`config.mk`:
```
export PLATFORM = sky130hd
export DESIGN_NAME = fetch_controller
export DESIGN_NICKNAME = d
export VERILOG_FILES = /design/src/rtl/fetch_controller.sv
export SDC_FILE = /design/constraint.sdc
export NUM_CORES = 1
export LEC_CHECK = 0
export ABC_AREA = 1
export CORE_MARGIN = 1
export CORE_UTILIZATION = 23
export DETAILED_ROUTE_END_ITERATION = 12
export SLEW_MARGIN = 20
export SYNTH_ARGS = -nofsm -noshare
export SYNTH_HDL_FRONTEND = slang
export SYNTH_SLANG_ARGS = --single-unit
```
`constraint.sdc`:
```
create_clock -name clk -period 4.65 [get_ports clk]
set_clock_uncertainty 0.15 [all_clocks]
set_input_delay 0.93 -clock clk [delete_from_list [all_inputs] [get_ports clk]]
set_output_delay 0.93 -clock clk [all_outputs]
set_load 0.02 [all_outputs]
```
`src/rtl/fetch_controller.sv`:
```
// fetch_controller: sequences the instruction-fetch stage (boot hold, load-use
// stalls, taken-branch redirects, halt) and keeps saturating perf counters.
module fetch_controller #(
    parameter int BOOT_CYCLES = 2,
    parameter int STALL_LIMIT = 16,
    parameter int CNT_W       = 32,
    parameter int WORD_W      = 32
) (
    input  logic              clk,
    input  logic              reset,
    input  logic              hazard_stall,
    input  logic              branch_taken,
    input  logic [WORD_W-1:0] branch_target_in,
    input  logic              halt_detect,
    input  logic              resume,
    output logic              pc_src,
    output logic [WORD_W-1:0] branch_target,
    output logic              pc_write_en,
    output logic              if_id_write_en,
    output logic              flush,
    output logic              halted,
    output logic              stall_timeout,
    output logic [CNT_W-1:0]  fetch_count,
    output logic [CNT_W-1:0]  stall_count,
    output logic [CNT_W-1:0]  redirect_count
);

    typedef enum logic [1:0] {BOOT, RUN, REDIRECT, HALT} state_t;

    localparam int WD_W = $clog2(STALL_LIMIT + 1);
    localparam logic [7:0]      BOOT_LAST = 8'(BOOT_CYCLES - 1);
    localparam logic [WD_W-1:0] WD_MAX    = WD_W'(STALL_LIMIT);
    localparam logic [WD_W-1:0] WD_LAST   = WD_W'(STALL_LIMIT - 1);

    state_t              state_reg, state_next;
    logic [7:0]          boot_cnt_reg;
    logic [WORD_W-1:0]   target_reg;
    logic [WD_W-1:0]     wd_reg;
    logic                timeout_reg;
    logic                latch_target;
    logic [2:0]          cnt_event;
    logic [CNT_W-1:0]    cnt_reg [3];

    // Next-state and per-state output decode; outputs default to a quiet pipeline.
    always_comb begin
        state_next     = state_reg;
        pc_src         = 1'b0;
        pc_write_en    = 1'b0;
        if_id_write_en = 1'b0;
        flush          = 1'b0;
        halted         = 1'b0;
        latch_target   = 1'b0;
        case (state_reg)
            BOOT: begin
                flush = 1'b1;
                if (boot_cnt_reg == BOOT_LAST) state_next = RUN;
            end
            RUN: begin
                // Stall takes effect in the same cycle it is raised.
                pc_write_en    = !hazard_stall;
                if_id_write_en = !hazard_stall;
                if (branch_taken) begin
                    state_next   = REDIRECT;
                    latch_target = 1'b1;
                end else if (halt_detect) begin
                    state_next = HALT;
                end
            end
            REDIRECT: begin
                // Stalls and younger branches are on the squashed path here.
                pc_src         = 1'b1;
                pc_write_en    = 1'b1;
                if_id_write_en = 1'b1;
                flush          = 1'b1;
                state_next     = RUN;
            end
            HALT: begin
                halted = 1'b1;
                // A taken branch means the halt itself was fetched on the wrong path.
                if (branch_taken) begin
                    state_next   = REDIRECT;
                    latch_target = 1'b1;
                end else if (resume) begin
                    state_next = RUN;
                end
            end
            default: state_next = BOOT;
        endcase
    end

    // State register and boot bubble counter.
    always_ff @(posedge clk) begin
        if (reset) begin
            state_reg    <= BOOT;
            boot_cnt_reg <= '0;
        end else begin
            state_reg    <= state_next;
            boot_cnt_reg <= (state_reg == BOOT) ? boot_cnt_reg + 8'd1 : 8'd0;
        end
    end

    // Redirect target capture, only on an accepted branch.
    always_ff @(posedge clk) begin
        if (reset) begin
            target_reg <= '0;
        end else if (latch_target) begin
            target_reg <= branch_target_in;
        end
    end

    // Watchdog over consecutive stalled RUN cycles; timeout flag is sticky.
    always_ff @(posedge clk) begin
        if (reset) begin
            wd_reg      <= '0;
            timeout_reg <= 1'b0;
        end else if (state_reg == RUN && hazard_stall) begin
            if (wd_reg != WD_MAX) wd_reg <= wd_reg + 1'b1;
            if (wd_reg >= WD_LAST) timeout_reg <= 1'b1;
        end else begin
            wd_reg <= '0;
        end
    end

    // Counter events: 0 = accepted fetch, 1 = stall cycle, 2 = redirect entry.
    assign cnt_event[0] = pc_write_en && (state_reg != BOOT);
    assign cnt_event[1] = (state_reg == RUN) && hazard_stall && !branch_taken;
    assign cnt_event[2] = latch_target;

    generate
        for (genvar gi = 0; gi < 3; gi++) begin : g_cnt
            // Saturating performance counter.
            always_ff @(posedge clk) begin
                if (reset) begin
                    cnt_reg[gi] <= '0;
                end else if (cnt_event[gi] && (cnt_reg[gi] != {CNT_W{1'b1}})) begin
                    cnt_reg[gi] <= cnt_reg[gi] + CNT_W'(1);
                end
            end
        end
    endgenerate

    assign branch_target  = target_reg;
    assign stall_timeout  = timeout_reg;
    assign fetch_count    = cnt_reg[0];
    assign stall_count    = cnt_reg[1];
    assign redirect_count = cnt_reg[2];

endmodule

```
After elaboration in Yosys (flattened, before gate mapping)
Memories as Yosys holds them, arrays and structs flattened.
Cells that the tools add are included.

storage, ports and cells
  register bits = 48
  bits in latches = 0
  memory bits (writable) = 96
  ROM bits = 0
  input bits = 38
  output and inout port bits = 134
  word-level logic and storage cells = 70
  memories = 1

cells by class
  $add $sub $neg = 5
  $mul = 0
  divide/modulo/power cells = 0
  magnitude comparators = 1
  equal/unequal tests = 11
  shift-type cells = 0
  muxes and demuxes = 26
  bitwise logic cells = 5
  reduce and logical (&&, ||, !) cells = 16

memory list
  memory   words  width  read ports  clocked after Yosys merged registers in  wr ports  line  RTL
  cnt_reg  3      32     3           0                                        3         42    logic [CNT_W-1:0] cnt_reg [3];

operator list
  operator               number
  $add 32x1->32 const B  3
  $mux 32                3
  $ne 32x32->1 const B   3
  $mux 1                 16
  $mux 2                 5
  $add 8x1->8 const B    1
  $eq 8x1->1 const B     1
  $pmux 2 s4             1
  $reduce_or 2->1        4
  $logic_and 1x1->1      6
  $ne 3x3->1 const B     2
  $add 5x1->5 const B    1
  $ge 5x4->1 const B     1
  $ne 5x5->1 const B     1
  $eq 2x2->1 const B     2
  $or 1x1->1             3
  $reduce_and 3->1       1
  $eq 2x1->1 const B     1
  $logic_not 1->1        2
  $logic_not 2->1        1
  $ne 2x2->1 const B     1
  $not 1->1              2
  $pmux 1 s2             1
  $reduce_and 2->1       1
  $reduce_bool 2->1      1

Depth between registers and ports, before layout
  word-level depth = 8
  gate-level depth with buffers = 9

Least setup slack after synthesis
No wires, ideal clock.

  path type = input -> register
  from = in branch_taken
  to = mem cnt_reg[2][0] (enable)
  setup time = 0.389 ns
  arrival time = 2.335 ns
  setup slack = 1.776 ns
  stages = 6
  cells stage by stage = inv_1 > a21oi_2 > buf_2 > buf_2 > nand2_1 > nand2_1

RTL lines
  what         line  RTL
  from (decl)  12    input logic branch_taken,
  to (decl)    42

Worst setup path in the final report
  from = in hazard_stall
  to = out if_id_write_en

on the way
  longest elaborated chain between the ends = 2

ends and longest elaborated chain
  what             line  RTL
  from (decl)      11    input logic hazard_stall,
  $logic_not 1->1  61    if_id_write_en = !hazard_stall;
  $pmux 1 s2       53    case (state_reg)
  to (decl)        19    output logic if_id_write_en,

Every way passes these cells.

==> flow_metrics.tcl <==
set metrics [dict create \
    timing.final.crit_share_pct 72.20 \
    cts_tree "done" \
    cp-start-kind "input port" \
    synth_area_leaders "sky130_fd_sc_hd__edfxtp_1 (35%), sky130_fd_sc_hd__nand2_1 (13%), sky130_fd_sc_hd__dfxtp_1 (12%)" \
    post_route_cells_drive_above_1_share_pct 6.436 \
    die_w_um 190.7 \
    area_growth_syn_to_layout_pct 33.57 \
    grt_antenna_before_repair 0 \
    post_cts_resize_count 0 \
    via_per_inst 4.307 \
    io-pin-count 172 \
    synthArstFlopShare_pct 0 \
    synth_seq_cells 144 \
    grt_start_max_net_pins 57 \
    worst_slew_margin_rel_pct 53.56 \
    fmaxAchievable_ghz 0.2979 \
    timing.max_cap.violations 0 \
    global_route_wire_length_before_repair_um 35310 \
    clock_tree.buffer_depth 2 \
    final_cells 1698 \
    count_leader_synth "sky130_fd_sc_hd__nand2_1" \
    cp_max_fo 2 \
    finalNetCount 1280 \
    drt-wirelength-per-cell_um 12.76 \
    clock_latency_ps 440 \
    holdBufCountCts 0 \
    critical_path_class "input port to output pin" \
    post-cts-setup-buffer-count 0 \
    synth-warning-count 0 \
    die_area_um2 36350 \
    wirelength_um 21670 \
    hold-path-cell-count 1 \
    setup_slack_ps 1293 \
    via_count_of_the_first_global_routing_pass 7000 \
    outcome "complete, no violations" \
    synthTopCellsByCount "sky130_fd_sc_hd__nand2_1 (274), sky130_fd_sc_hd__nor2_1 (213), sky130_fd_sc_hd__inv_1 (120)" \
    place.detailed.instances 1666 \
    clkTransAtPathRegs_ps 60 \
    route.detailed.drc 0 \
    p_leak_nw 3.957 \
    grt_residual_overflow 0 \
    diodes 0 \
    synthCells 1056 \
    syn-mean-instance-area_um2 7.751 \
    grt_setup_unrepaired "false" \
    drt_iter0_drc 398 \
    largest_register_ffs 96 \
    min_period_ps 3357 \
    post-synth-top-area-fraction_pct 35.22 \
    pre_cts_ws_ps 1297 \
    hold_path.class "flip-flop to flip-flop" \
    drv_slew 0 \
    via_count 7313 \
    capturing_element_type_of_the_critical_path "output pin" \
    timing.reg2reg.worst_path_depth 8 \
    synthFlopType "sky130_fd_sc_hd__edfxtp_1" \
    cts.sink_count 144 \
    synth-edff-count 96 \
    count_of_h_tree_levels_built_during_cts 4 \
    ant_nets 0 \
    hold_viol_final 0 \
    max-vdd-ir-drop_uv 246.5 \
    core_area_um2 34800 \
    cts_buffers 17 \
    actual_slew_at_the_worst_max_slew_pin_ps 695.9 \
    core.rowCount 68 \
    first_pass_iteration_count_of_the_detailed_router 5 \
    power_density_nw_per_um2 415.5 \
    setup_viol_count_final 0 \
    detailed_place_hpwl_um 15730 \
    fin_setup_tns_ps 0 \
    synthDominantAreaCellType "sky130_fd_sc_hd__edfxtp_1" \
    synth-seq-area-share_pct 46.96 \
    synth_area_um2 8185 \
    cp_data_arrival_time_ps 2280 \
    filler_cell_count 3679 \
    finalWeightedCongestion 0.8656 \
    groute.usage.overall_pct 12.34 \
    worstPathRequired_ps 3570 \
    die_boundary_height_um 190.7 \
    ctsRootBufferMaster "sky130_fd_sc_hd__clkbuf_16" \
    synth.distinct_cells 33 \
    initial_utilization_pct 23.52 \
    numPortBuffers 171 \
    mapped_nets 1106 \
]
[metal layers]
metal	track usage, %	part of all wire, %	routed length, um	up-vias
li1	-	-	-	3727
met1	15.36	46	9915	3363
met2	19.58	46	9941	199
met3	4.141	6.5	1409	24
met4	4.738	1.9	405	0
met5	0	0	0	-
[cell type report]
type,instances,area (um^2),area share [%]
timing repair buffer,176,1749,16.00
sequential,144,3844,35.16
clock buffer,20,489.2,4.475
inverter,121,454.2,4.154
multi-input combinational,770,3737,34.18
tap,455,569.3,5.207
clock inverter,12,90.09,0.8240
[power by group]
group | total, mW | switching (mW) | internal [mW]
clock | 1.38 | 0.610 | 0.771
combinational | 1.31 | 0.748 | 0.560
sequential | 1.85 | 0.231 | 1.62
[logic make-up after synthesis]
kind of cell / synth area share, %
simple gates: 31.55
fa+ha+maj: 1.834
flops: 46.96
buf+inv: 7.475
compound gates: 7.582
xor+xnor: 4.601
[worst paths after layout]
path	from	end	slack (ps)
setup reg to reg	cnt_reg[1][0]$_SDFFCE_PN0P_	cnt_reg[1][27]$_SDFFCE_PN0P_	2320
hold reg to reg	boot_cnt_reg[0]$_SDFF_PP0_	boot_cnt_reg[0]$_SDFF_PP0_	320
hold / removal	boot_cnt_reg[0]$_SDFF_PP0_	boot_cnt_reg[0]$_SDFF_PP0_	320
setup / recovery	hazard_stall	if_id_write_en	1290
[placed cells by master (no fill, tap or decap), types with 2 or more instances in the layout]
| cell | netlist | layout |
|---|---|---|
| sky130_fd_sc_hd__clkinv_2 | 0 | 2 |
| sky130_fd_sc_hd__inv_6 | 0 | 4 |
| sky130_fd_sc_hd__or2_2 | 5 | 5 |
| sky130_fd_sc_hd__nor3_1 | 3 | 3 |
| sky130_fd_sc_hd__and2_1 | 6 | 6 |
| sky130_fd_sc_hd__nor4_1 | 2 | 2 |
| sky130_fd_sc_hd__clkdlybuf4s50_1 | 0 | 171 |
| sky130_fd_sc_hd__nor2_2 | 6 | 6 |
| sky130_fd_sc_hd__buf_4 | 1 | 5 |
| sky130_fd_sc_hd__ha_1 | 12 | 12 |
| sky130_fd_sc_hd__nand3_4 | 2 | 2 |
| sky130_fd_sc_hd__inv_1 | 120 | 120 |
| sky130_fd_sc_hd__nand2_1 | 274 | 274 |
| sky130_fd_sc_hd__o21ai_0 | 42 | 42 |
| sky130_fd_sc_hd__dfxtp_1 | 48 | 48 |
| sky130_fd_sc_hd__a21oi_2 | 11 | 10 |
| sky130_fd_sc_hd__clkbuf_16 | 0 | 19 |
| sky130_fd_sc_hd__nor2_4 | 9 | 9 |
| sky130_fd_sc_hd__a21oi_1 | 60 | 60 |
| sky130_fd_sc_hd__nand4_1 | 11 | 11 |
| sky130_fd_sc_hd__xor2_1 | 23 | 23 |
| sky130_fd_sc_hd__nand3b_1 | 18 | 18 |
| sky130_fd_sc_hd__nand3_1 | 40 | 40 |
| sky130_fd_sc_hd__edfxtp_1 | 96 | 96 |
| sky130_fd_sc_hd__xnor2_1 | 20 | 20 |
| sky130_fd_sc_hd__inv_4 | 0 | 4 |
| sky130_fd_sc_hd__nand2_2 | 7 | 7 |
| sky130_fd_sc_hd__nor2_1 | 213 | 213 |
[per-stage QoR]
stage | hold slack, ps | power (mW) | utilization (%) | instance area [um^2]
detailed placement | 316.6 | 3.198 | 29.75 | 10350
floorplan | 283.4 | 2.579 | - | 8185
global route | 357.0 | 4.801 | 31.42 | 10930
global placement | 299.9 | 3.184 | 29.75 | 10350
CTS | 329.4 | 4.620 | 31.42 | 10930
finish | 321.7 | 4.543 | 31.42 | 10930
[worst max-delay path, cell delays in order]
cell                              delay, ps
sky130_fd_sc_hd__clkdlybuf4s50_1        430
sky130_fd_sc_hd__nor2_1                 110
sky130_fd_sc_hd__nor2_1                  60
sky130_fd_sc_hd__nor2_1                 120
sky130_fd_sc_hd__clkdlybuf4s50_1        620
Power figures use the tool's default switching activity.
